--- src/rtl/axi_gran_b_merger.sv ---
// Write-response reassembler: counts per-fragment B responses of split bursts
// and returns one merged B per original burst, in per-ID age order.
module axi_gran_b_merger #(
  parameter int MaxTxns = 8,
  parameter int IdWidth = 4
) (
  input  logic               clk_i,
  input  logic               rst_i,
  input  logic [IdWidth-1:0] alloc_id_i,
  input  logic [7:0]         alloc_len_i,
  input  logic               alloc_req_i,
  output logic               alloc_gnt_o,
  input  logic [IdWidth-1:0] b_in_id_i,
  input  logic [1:0]         b_in_resp_i,
  input  logic               b_in_valid_i,
  output logic               b_in_ready_o,
  output logic [IdWidth-1:0] b_out_id_o,
  output logic [1:0]         b_out_resp_o,
  output logic               b_out_valid_o,
  input  logic               b_out_ready_i,
  output logic               unexpected_o,
  output logic               busy_o
);

  typedef logic [IdWidth-1:0] id_t;
  localparam int IdxW = (MaxTxns > 1) ? $clog2(MaxTxns) : 1;

  logic [MaxTxns-1:0] r_valid;
  id_t                r_id    [MaxTxns];
  logic [8:0]         r_rem   [MaxTxns];
  logic [1:0]         r_acc   [MaxTxns];
  logic [MaxTxns-1:0] r_allex;
  // r_older[i][j] set: entry i was allocated before entry j
  logic [MaxTxns-1:0][MaxTxns-1:0] r_older;

  logic       r_out_valid;
  id_t        r_out_id;
  logic [1:0] r_out_resp;

  logic [MaxTxns-1:0] w_match;
  logic [MaxTxns-1:0] w_oldest;
  logic [IdxW-1:0]    w_tgt;
  logic [IdxW-1:0]    w_aidx;
  logic               w_hit;
  logic               w_gnt;
  logic               w_final;
  logic               w_ready;
  logic               w_frag_acc;
  logic               w_load;
  logic               w_alloc;
  logic [1:0]         w_acc_nxt;
  logic               w_allex_nxt;
  logic [1:0]         w_merged;

  always_comb begin
    w_match  = '0;
    w_oldest = '0;
    w_tgt    = '0;
    w_aidx   = '0;
    for (int i = 0; i < MaxTxns; i++) begin
      w_match[i] = r_valid[i] & (r_id[i] == b_in_id_i);
    end
    for (int i = 0; i < MaxTxns; i++) begin
      w_oldest[i] = w_match[i];
      for (int j = 0; j < MaxTxns; j++) begin
        if (w_match[j] & r_older[j][i]) w_oldest[i] = 1'b0;
      end
    end
    for (int i = 0; i < MaxTxns; i++) begin
      if (w_oldest[i]) w_tgt = IdxW'(i);
    end
    for (int i = MaxTxns - 1; i >= 0; i--) begin
      if (!r_valid[i]) w_aidx = IdxW'(i);
    end
  end

  assign w_hit      = |w_match;
  assign w_gnt      = ~&r_valid;
  assign w_final    = (r_rem[w_tgt] == 9'd1);
  assign w_ready    = !w_hit | !w_final | !r_out_valid | b_out_ready_i;
  assign w_frag_acc = b_in_valid_i & w_ready & w_hit;
  assign w_load     = w_frag_acc & w_final;
  assign w_alloc    = alloc_req_i & w_gnt;

  // only SLVERR/DECERR feed the accumulator; DECERR wins by magnitude
  assign w_acc_nxt = (b_in_resp_i[1] && (b_in_resp_i > r_acc[w_tgt]))
                   ? b_in_resp_i : r_acc[w_tgt];
  assign w_allex_nxt = r_allex[w_tgt] & (b_in_resp_i == 2'b01);
  assign w_merged    = w_acc_nxt[1] ? w_acc_nxt : {1'b0, w_allex_nxt};

  always_ff @(posedge clk_i) begin
    if (rst_i) begin
      r_valid     <= '0;
      r_older     <= '0;
      r_out_valid <= 1'b0;
      r_out_id    <= '0;
      r_out_resp  <= '0;
    end else begin
      if (w_frag_acc) begin
        if (w_final) begin
          r_valid[w_tgt] <= 1'b0;
        end else begin
          r_rem[w_tgt]   <= r_rem[w_tgt] - 9'd1;
          r_acc[w_tgt]   <= w_acc_nxt;
          r_allex[w_tgt] <= w_allex_nxt;
        end
      end
      if (w_alloc) begin
        r_valid[w_aidx] <= 1'b1;
        r_id[w_aidx]    <= alloc_id_i;
        r_rem[w_aidx]   <= {1'b0, alloc_len_i} + 9'd1;
        r_acc[w_aidx]   <= 2'b00;
        r_allex[w_aidx] <= 1'b1;
        for (int j = 0; j < MaxTxns; j++) begin
          r_older[w_aidx][j] <= 1'b0;
          r_older[j][w_aidx] <= r_valid[j];
        end
      end
      if (w_load) begin
        r_out_valid <= 1'b1;
        r_out_id    <= r_id[w_tgt];
        r_out_resp  <= w_merged;
      end else if (b_out_ready_i) begin
        r_out_valid <= 1'b0;
      end
    end
  end

  assign alloc_gnt_o   = w_gnt;
  assign b_in_ready_o  = w_ready;
  assign b_out_valid_o = r_out_valid;
  assign b_out_id_o    = r_out_id;
  assign b_out_resp_o  = r_out_resp;
  assign unexpected_o  = b_in_valid_i & !w_hit;
  assign busy_o        = (|r_valid) | r_out_valid;

endmodule

--- config.mk ---
export PLATFORM = sky130hd
export DESIGN_NAME = axi_gran_b_merger
export DESIGN_NICKNAME = d
export VERILOG_FILES = /design/src/rtl/axi_gran_b_merger.sv
export SDC_FILE = /design/constraint.sdc
export NUM_CORES = 1
export LEC_CHECK = 0
export CAP_MARGIN = 40
export CORE_MARGIN = 2
export CORE_UTILIZATION = 35
export CTS_CLUSTER_SIZE = 24
export DETAILED_ROUTE_END_ITERATION = 12
export SETUP_SLACK_MARGIN = 0.3
export SLEW_MARGIN = 40
export SYNTH_ARGS = -nofsm -noshare
export SYNTH_HDL_FRONTEND = slang
export SYNTH_SLANG_ARGS = --single-unit
export TNS_END_PERCENT = 100
--- constraint.sdc ---
create_clock -name clk_i -period 27.1 [get_ports clk_i]
set_clock_uncertainty 0.05 [all_clocks]
set_input_delay 8.13 -clock clk_i [delete_from_list [all_inputs] [get_ports clk_i]]
set_output_delay 8.13 -clock clk_i [all_outputs]
set_load 0.01 [all_outputs]
==> out/qor.yml <==
clock_network:
  cts-root-buf: "clkbuf_16"
  cts.clk_slew.worst_paths_ns: 0.07
  clkLatencyLatePin_ns: 0.44
  h-tree-depth: 4
  holdBufCountCts: 0
  cts_resized: 0
  cts_sinks: 199
  numCtsBuffers: 17
  cts_tree: "done"
  cts.path.max_buffers: 2
  cts_setup_buffers: 0
worst_setup_path:
  max_stage_delay_ns: 0.64
  cp_top_family: "simple AND/OR/NAND/NOR gates"
  arrival_ns: 14.59
  critPathCaptureType: "output pin"
  path_cells: "clkdlybuf4s50_1 > xor2_1 > nor3_1 > nand3_1 > a211oi_1 > nand4_1 > nand2_1 > o21a_1 > mux2_1 > o221ai_1 > ha_1 > nor4b_1 > nand4_1 > or3_1 > or3_1 > clkdlybuf4s50_1"
  startpoint: "b_in_id_i[1]"
  crit_buf_inv: 2
  rr_endpoint: "r_rem[6][5]"
  cp_max_fo: 12
  r2r_slack_ns: 20.81
  worstSetupPathType: "in -> out"
  startpoint_type: "input pin"
  r2r_start: "r_id[7][0]"
  ff2ff_path_depth: 16
  slowest_stage: "clkdlybuf4s50_1"
  cp.depth: 16
  critPathCapture: "b_in_ready_o"
  critPathRequiredTime_ns: 18.92
logic_synthesis:
  ys_seq_area_share_pct: 50.2
  async_flop_share_pct: 0
  synth_seq_cells: 199
  syn_inst: 1055
  synth_edf_count: 112
  synth_top_flop_cell: "edfxtp_1"
  syn_area_per_cell_um2: 9.63
  synth_area_leaders: "edfxtp_1, dfxtp_1, nand2_1"
  synth.distinct_cells: 74
  synth_top_area_share_pct: 33.1
  syn_nets: 1084
  synth_area_um2: 10200
  synth_warnings: 0
  yosys.area.top_type: "edfxtp_1"
die:
  die_w_um: 174
  rows: 62
  die-area_um2: 30400
  initial_core_util_pct: 35.5
  fp.dieH_um: 174
  core_um2: 28600
  ioPinCount: 34
min_path:
  min_from: "r_older[61]"
  worstHoldPathType: "reg -> reg"
timing:
  hold_viol: 0
  fin_crit_sh_pct: 84.0
  max_slew.worst_pin.slew_ns: 0.845
  period_minus_slack_ns: 22.77
  finalSetupTns_ns: 0
  final_max_slew_viol_count: 0
  finalSetupViolCount: 0
  rsz0062_at_grt: "false"
  slew_headroom_pct: 43.5
  fmax_mhz: 43.9
global_routing:
  antenna_found_initial: 0
  track_usage_pct: 23.3
  grt_pass1_vias: 8273
  grt_max_degree: 51
  globalRouteOverflowTotal: 0
  grt.met1_usage_pct: 32.0
  gr-usage-met2_pct: 36.8
  grt_first_pass_wirelength_um: 53100
  top_usage_layer: "met2"
  grtUsageMet3_pct: 4.35
route:
  via_count: 8665
  avgRoutedWirePerCell_um: 24.2
  routed_wirelength_um: 35400
  drc: 0
  firstDrtPassIters: 6
  via_per_inst: 5.91
  drt_iter0_markers: 1101
  ant_nets: 0
placement:
  routabilityCongestion: 0.949
  io_buffers: 33
  dp_hpwl_um: 25500
final_layout:
  layout-drive-gt1-share_pct: 9.07
  diodes: 0
  nets: 1097
  num-fill-cells: 2795
  fin_util_pct: 40.4
  area_delta_synth_final_pct: 13.9
power_and_ir_drop:
  power.density_nw_per_um2: 54.7
  p_leak_uw: 0.00410
  ir_worst_vdd_v: 0.0000406
job:
  maxCapViolCount: 0
status:
  outcome: "completed"
==> kinds of logic (layout without fill, tap and decap cells) <==
kind of cell / count (synthesis) / after routing / synth area share [%]
compound gates: 277 / 277 / 18.5
xor+xnor: 44 / 44 / 3.79
fa+ha+maj: 6 / 6 / 0.739
buf+inv: 99 / 125 / 4.03
flops: 199 / 199 / 50.2
mux: 35 / 35 / 3.57
simple gates: 395 / 395 / 19.2
==> layer usage <==
metal | wire length [um] | vias up
met2 | 16000 | 457
met5 | 0 | -
met3 | 3040 | 78
li1 | - | 3943
met4 | 1140 | 0
met1 | 15200 | 4187
==> registers in the layout, summed over array words and instances (netlist names), named ones only <==
name,flops
b_out_id_o,4
r_older,49
r_acc,16
r_allex,8
r_rem,72
b_out_valid_o,1
b_out_resp_o,2
r_id,32
r_valid,8
==> cell usage after synthesis (8+ instances only) <==
master,instances
nor2_1,75
and4_1,8
xnor2_1,14
and3_1,18
o21a_1,28
nor3_1,41
buf_2,15
a31oi_1,17
edfxtp_1,112
a22oi_1,10
o21ai_0,56
a21oi_1,52
o21ai_1,23
nor3_2,8
mux2_2,8
xor2_1,30
nand4_1,31
nand3_1,26
inv_1,28
and2_1,10
clkbuf_1,45
mux2i_1,25
a211oi_1,12
nand2_1,139
dfxtp_1,87
==> tightest hold or removal path, cell delays in order, from the launching register on <==
cell	delay, ns
dfxtp_1	0.31
nand2_1	0.05
a21oi_1	0.05
==> cells in the final DEF, fill, tap and decap left out, drive strengths merged, types with 26 or more instances in the layout <==
master / netlist / final
a21oi: 52 / 52
buf: 23 / 30
clkdlybuf4s50: 0 / 32
dfxtp: 87 / 87
edfxtp: 112 / 112
inv: 28 / 36
nand2: 139 / 139
nand3: 26 / 26
nand4: 31 / 31
nor2: 75 / 75
nor3: 49 / 49
o21a: 28 / 28
o21ai: 80 / 80
xor2: 30 / 30
==> area by class of cell <==
| class | instances | area [um2] | share of cell area [%] |
|---|---|---|---|
| clock buffers | 18 | 439 | 3.80 |
| clock inverters | 14 | 159 | 1.37 |
| well taps | 384 | 480 | 4.15 |
| flip-flops and latches | 199 | 5100 | 44.1 |
| multi-input cells | 757 | 4730 | 40.9 |
| inverters | 31 | 116 | 1.01 |
| repair buffers | 62 | 543 | 4.69 |
==> per-stage QoR <==
stage	power (uW)	cell area (um2)	cells	setup slack, ns	hold WS [ns]
after CTS	634	11500	1464	4.42	0.411
after global placement	374	10900	1430	4.69	0.389
after floorplan	359	10200	1055	6.77	0.374
after global routing	651	11600	1465	3.90	0.434
final	633	11600	1465	4.33	0.411
after detailed placement	375	10900	1432	4.42	0.397
==> worst min path at each step <==
stage                     cells past startpoint  slack [ns]           to
after detailed placement                      2        0.40  r_acc[2][0]
after global placement                        2        0.39  r_acc[2][0]
after global routing                          2        0.43  r_acc[2][1]
final                                         2        0.41  r_older[61]
after CTS                                     2        0.41  r_acc[2][0]
after floorplan                               2        0.37     register
==> where the power goes <==
group | internal, uW | total (uW) | switching, uW
Clock | 134 | 264 | 130
Sequential | 323 | 325 | 2.54
Combinational | 14.9 | 43.7 | 28.8
(Power assumes the default switching activity.)
